==> src/rtl/jtframe_tilerom_rsp.sv <==
// rtl/jtframe_tilerom_rsp.sv - tile ROM responder with one-entry tag buffer over a 16-bit SDRAM slot
// A hit answers combinationally; a miss fetches two little-endian beats and refills the buffer.
module jtframe_tilerom_rsp #(
  parameter int             AW     = 15,
  parameter int             SDW    = 22,
  parameter logic [SDW-1:0] OFFSET = '0
) (
  input  logic            rst,
  input  logic            clk,
  input  logic            cs,
  input  logic [AW-1:0]   addr,
  output logic [31:0]     dout,
  output logic            ok,
  output logic [SDW-1:0]  sdram_addr,
  output logic            req,
  input  logic            ack,
  input  logic            din_ok,
  input  logic [15:0]     din
);

  typedef enum logic [1:0] {
    IDLE = 2'd0,
    REQ  = 2'd1,
    DATA = 2'd2
  } state_t;

  state_t         state_q, state_d;
  logic [AW-1:0]  tag_q, tag_d;
  logic [AW-1:0]  pend_q, pend_d;
  logic [31:0]    data_q, data_d;
  logic [15:0]    lo_q, lo_d;
  logic           valid_q, valid_d;
  logic           beat_q, beat_d;
  logic           req_q, req_d;
  logic [SDW-1:0] sdram_addr_q, sdram_addr_d;

  logic           hit;
  logic [SDW-1:0] word_addr;

  // Each 32-bit tile word spans two 16-bit SDRAM words; wrap is modular in SDW bits.
  assign word_addr  = SDW'({addr, 1'b0});
  assign hit        = valid_q & (addr == tag_q);
  assign ok         = cs & hit;
  assign dout       = data_q;
  assign req        = req_q;
  assign sdram_addr = sdram_addr_q;

  always_comb begin
    state_d      = state_q;
    tag_d        = tag_q;
    pend_d       = pend_q;
    data_d       = data_q;
    lo_d         = lo_q;
    valid_d      = valid_q;
    beat_d       = beat_q;
    req_d        = req_q;
    sdram_addr_d = sdram_addr_q;
    case (state_q)
      IDLE: begin
        if (cs && !hit) begin
          pend_d       = addr;
          sdram_addr_d = word_addr + OFFSET;
          req_d        = 1'b1;
          state_d      = REQ;
        end
      end
      REQ: begin
        // Data arriving with or before ack belongs to no fetch of ours.
        if (ack) begin
          req_d   = 1'b0;
          beat_d  = 1'b0;
          state_d = DATA;
        end
      end
      DATA: begin
        if (din_ok) begin
          if (!beat_q) begin
            lo_d   = din;
            beat_d = 1'b1;
          end else begin
            // Fill with the latched address so a moved addr cannot alias this data.
            data_d  = {din, lo_q};
            tag_d   = pend_q;
            valid_d = 1'b1;
            state_d = IDLE;
          end
        end
      end
      default: state_d = IDLE;
    endcase
  end

  always_ff @(posedge clk) begin
    if (rst) begin
      state_q      <= IDLE;
      tag_q        <= '0;
      pend_q       <= '0;
      data_q       <= '0;
      lo_q         <= '0;
      valid_q      <= 1'b0;
      beat_q       <= 1'b0;
      req_q        <= 1'b0;
      sdram_addr_q <= '0;
    end else begin
      state_q      <= state_d;
      tag_q        <= tag_d;
      pend_q       <= pend_d;
      data_q       <= data_d;
      lo_q         <= lo_d;
      valid_q      <= valid_d;
      beat_q       <= beat_d;
      req_q        <= req_d;
      sdram_addr_q <= sdram_addr_d;
    end
  end

endmodule

==> config.mk <==
export PLATFORM = sky130hd
export DESIGN_NAME = jtframe_tilerom_rsp
export DESIGN_NICKNAME = d
export VERILOG_FILES = /design/src/rtl/jtframe_tilerom_rsp.sv
export SDC_FILE = /design/constraint.sdc
export NUM_CORES = 1
export LEC_CHECK = 0
export CORE_MARGIN = 2
export CORE_UTILIZATION = 35
export CTS_BUF_LIST = sky130_fd_sc_hd__clkbuf_16
export DETAILED_ROUTE_END_ITERATION = 12
export GPL_ROUTABILITY_DRIVEN = 0
export PLACE_DENSITY_LB_ADDON = 0.1
export SKIP_LAST_GASP = 1
export SLEW_MARGIN = 10
export SYNTH_ARGS = -nofsm -noshare
export SYNTH_HDL_FRONTEND = slang
export SYNTH_SLANG_ARGS = --single-unit
==> constraint.sdc <==
create_clock -name clk -period 1.55 [get_ports clk]
set_input_delay 0.2325 -clock clk [delete_from_list [all_inputs] [get_ports clk]]
set_output_delay 0.2325 -clock clk [all_outputs]
set_load 0.005 [all_outputs]
==> results by group <==
Floorplanning
  • Core ar.: 8760 sq um
  • Initial core utilization: 0.363
  • Die Y: 99.4 microns
  • I/O pins: 92
  • Die area: 9870 sq um
  • # rows: 34
  • Die X: 99.4 microns

Global routing
  • Pin count of the biggest net entering global routing: 48
  • Vias in the first global route: 2498
  • Total GRT Usage: 0.160
  • Grt ovf: 0
  • First-pass GRT wire length: 12.5 mm
  • Initial antenna violation count: 0

STA
  • Fin. Hold Viols: 0
  • Clk_skew: 0.00829 ns
  • RSZ-0062 raised after global routing: true
  • Tmin final: 1.87 ns
  • Final setup fails: 18
  • Final period util: 1.21
  • FMAX: 534 MHz
  • Max Slew Vio Count: 0
  • Post-route setup slack: -0.323 ns

Critical path
  • Setup crit end kind: output pin
  • Arrival time worst endpoint: 1.64 ns
  • Worst path cell trace: xnor2_1 -> nand4_1 -> nor4_4 -> and2_4 -> buf_6
  • Critical R2R Capture: state_q[0]$_SDFFE_PP0P_
  • Top delay family on crit path: simple AND/OR/NAND/NOR gates
  • R2r worst-path depth: 7
  • Stages on worst setup path: 5
  • Crit path to: ok
  • CP Launch Point: tag_q[2]$_SDFFE_PP0P_
  • FF-to-FF Start: tag_q[2]$_SDFFE_PP0P_
  • Critical-path top delay cell: nor4_4
  • Worst reg-to-reg setup slack: -0.17 ns
  • Startpoint Class: flop
  • Buffer and inverter count on the worst path: 1
  • Critical path fanouts, max: 2
  • CP Class: flop to output pin
  • Crit-path max cell delay: 0.36 ns
  • CP required: 1.32 ns

Status
  • Status: complete, but fails checks
  • Failing checks: negative setup slack

Clock tree
  • TritonCTS clock tree: yes
  • # clock sinks: 83
  • TritonCTS buffer count: 9
  • Htree depth: 3
  • CTS Buffer Depth: 2
  • Clock transition at the registers of the reported paths: 0.06 ns
  • Clk_lat worst skew: 0.33 ns
  • Hold_buf cts: 0
  • Root Buffer: clkbuf_16
  • Post-CTS Setup Bufs: 0

Yosys
  • #FFs+latches synth: 83
  • Syn_area_per_cell: 8.10 sq um
  • Netlist cell types: 28
  • Sequential fraction of the synthesis area: 0.522
  • Mapped Cells: 393
  • Synthesized area: 3180 sq um
  • Synth warn: 0

Placed design
  • Port-buffer cells: 84
  • Dpl hpwl: 5.19 mm
  • Pre-CTS WS: -0.893 ns
  • Cells after DPL: 574

Final layout
  • Post-layout nets: 515
  • Layout cells sized above 1: 0.110
  • Final std cells w/o fill: 592
  • ANT cells: 0
  • Area Overhead vs Synth: 42.7%
  • Layout fillers: 863

Routing
  • DR iter-0 viols: 101
  • DR vias/cell: 4.59
  • Drt total wl: 7.94 mm
  • Vias: 2717
  • Post-route DRC: 0
  • Antenna viol nets, final: 0
  • First-pass DRT Iterations: 4
  • Routed WL per cell: 13.4 microns

Min path
  • Worst hold path class: input port to flop

Power and ir drop
  • LEAKAGE: 1.61 nW
  • Total Power: 4.75 mW
  • P per Cell Area: 1050 nW/um^2
  • Worst VDD drop: 0.000587 V

Job
  • Max-cap violations: 0
==> power breakdown <==
| part | switching (mW) | internal [mW] |
|---|---|---|
| logic | 0.176 | 0.223 |
| clock network | 0.875 | 1.26 |
| registers | 0.0400 | 2.18 |
| total | 1.09 | 3.66 |
==> per-layer routing <==
| metal | GRT usage | part of all wire |
|---|---|---|
| met1 | 0.213 | 0.47 |
| met2 | 0.258 | 0.47 |
| met3 | 0.0344 | 0.042 |
| met4 | 0.0537 | 0.011 |
| met5 | 0 | 0 |
==> how the worst min path moves through the flow <==
stage                     depth (start not counted)  slack (ns)                       to                   from
after global placement                            2        0.44     dout[1]$_SDFFE_PP0P_   lo_q[1]$_SDFFE_PP0P_
after detailed placement                          2        0.44    dout[14]$_SDFFE_PP0P_  lo_q[14]$_SDFFE_PP0P_
after global routing                              3        0.23  pend_q[13]$_SDFFE_PP0P_               addr[13]
final                                             3        0.21  pend_q[13]$_SDFFE_PP0P_               addr[13]
after floorplan                                   2        0.37     lo_q[0]$_SDFFE_PP0P_                 din[0]
after CTS                                         3        0.29    tag_q[2]$_SDFFE_PP0P_                    rst
==> synthesized netlist by cell type <==
master	n	area, sq um
a21oi_1	65	325
and2_1	1	6.26
and2_2	1	7.51
and3_1	1	6.26
buf_1	1	3.75
buf_2	6	30.0
buf_4	7	52.6
buf_6	1	11.3
buf_8	1	15.0
clkbuf_1	16	60.1
conb_1	1	3.75
dfxtp_1	83	1660
inv_1	1	3.75
mux2i_1	15	150
nand2_1	160	601
nand3_1	1	5.00
nand3b_1	2	15.0
nand4_1	4	25.0
nor2_1	3	11.3
nor2b_1	1	6.26
nor3b_1	1	7.51
nor4_1	1	6.26
nor4b_1	1	8.76
o211a_1	1	10.0
o21a_1	1	7.51
o21ai_0	1	5.00
or2_2	1	6.26
xnor2_1	15	131
==> cell usage in the layout, fill, tap and decap left out, types with 2 or more instances in the layout <==
cell type	synthesis	layout
dfxtp_1	83	76
buf_12	0	2
nand2_1	160	160
clkinvlp_4	0	4
buf_4	7	11
conb_1	1	7
buf_6	1	4
clkdlybuf4s50_1	0	73
clkbuf_16	0	9
nand3b_1	2	2
xnor2_1	15	12
nand4_1	4	4
nor2_1	3	2
a21oi_1	65	65
dfxtp_2	0	7
mux2i_1	15	15
dlygate4sd2_1	0	8
xnor2_2	0	3
==> worst min-delay path, cell delays in order <==
cell	delay, ns
dlymetal6s2s_1	0.14
nand2_1	0.06
mux2i_1	0.05
==> kinds of logic (layout without fill, tap and decap cells) <==
kind of cell | after synthesis | in the layout | share of synthesized area
buf+inv | 33 | 118 | 0.0554
mux | 15 | 15 | 0.0472
other cells | 1 | 7 | 0.00118
compound gates | 68 | 68 | 0.109
simple gates | 178 | 178 | 0.224
flops | 83 | 83 | 0.522
xor+xnor | 15 | 15 | 0.0413
==> stage by stage <==
stage          area [sq um]  utilization  hold slack, ns  setup TNS, ns
6_report               4540        0.518           0.212          -2.77
5_1_grt                4540        0.518           0.232          -4.33
4_1_cts                4500        0.513           0.291          -2.29
3_5_place_dp           4150        0.474           0.444         -20.57
3_3_place_gp           4150        0.474           0.439         -19.96
2_1_floorplan          3210            -           0.368              0
==> area by class of cell <==
class                      count  area [sq um]  area share
tap                          108           135      0.0298
sequential                    83          1670       0.368
clock buffer                   9           225      0.0496
timing repair buffer         101           997       0.220
multi-input combinational    283          1430       0.315
inverter                       1          3.75    0.000826
clock inverter                 7          77.6      0.0171
==> repair_timing <==
| action | in CTS | in global routing |
|---|---|---|
| pin swaps | 10 | 3 |
| endpoints found under the setup margin | 18 | 20 |
| gates resized for setup | 24 | 10 |
| gates cloned | 1 | 1 |
==> state kept, by name, indices dropped and copies added, names as in the netlist <==
name     flops
state_q      2
req          1
tag_q       15
pend_q      15
dout        32
valid_q      1
lo_q        16
beat_q       1
Note: power is estimated with default switching activity, not from simulation.
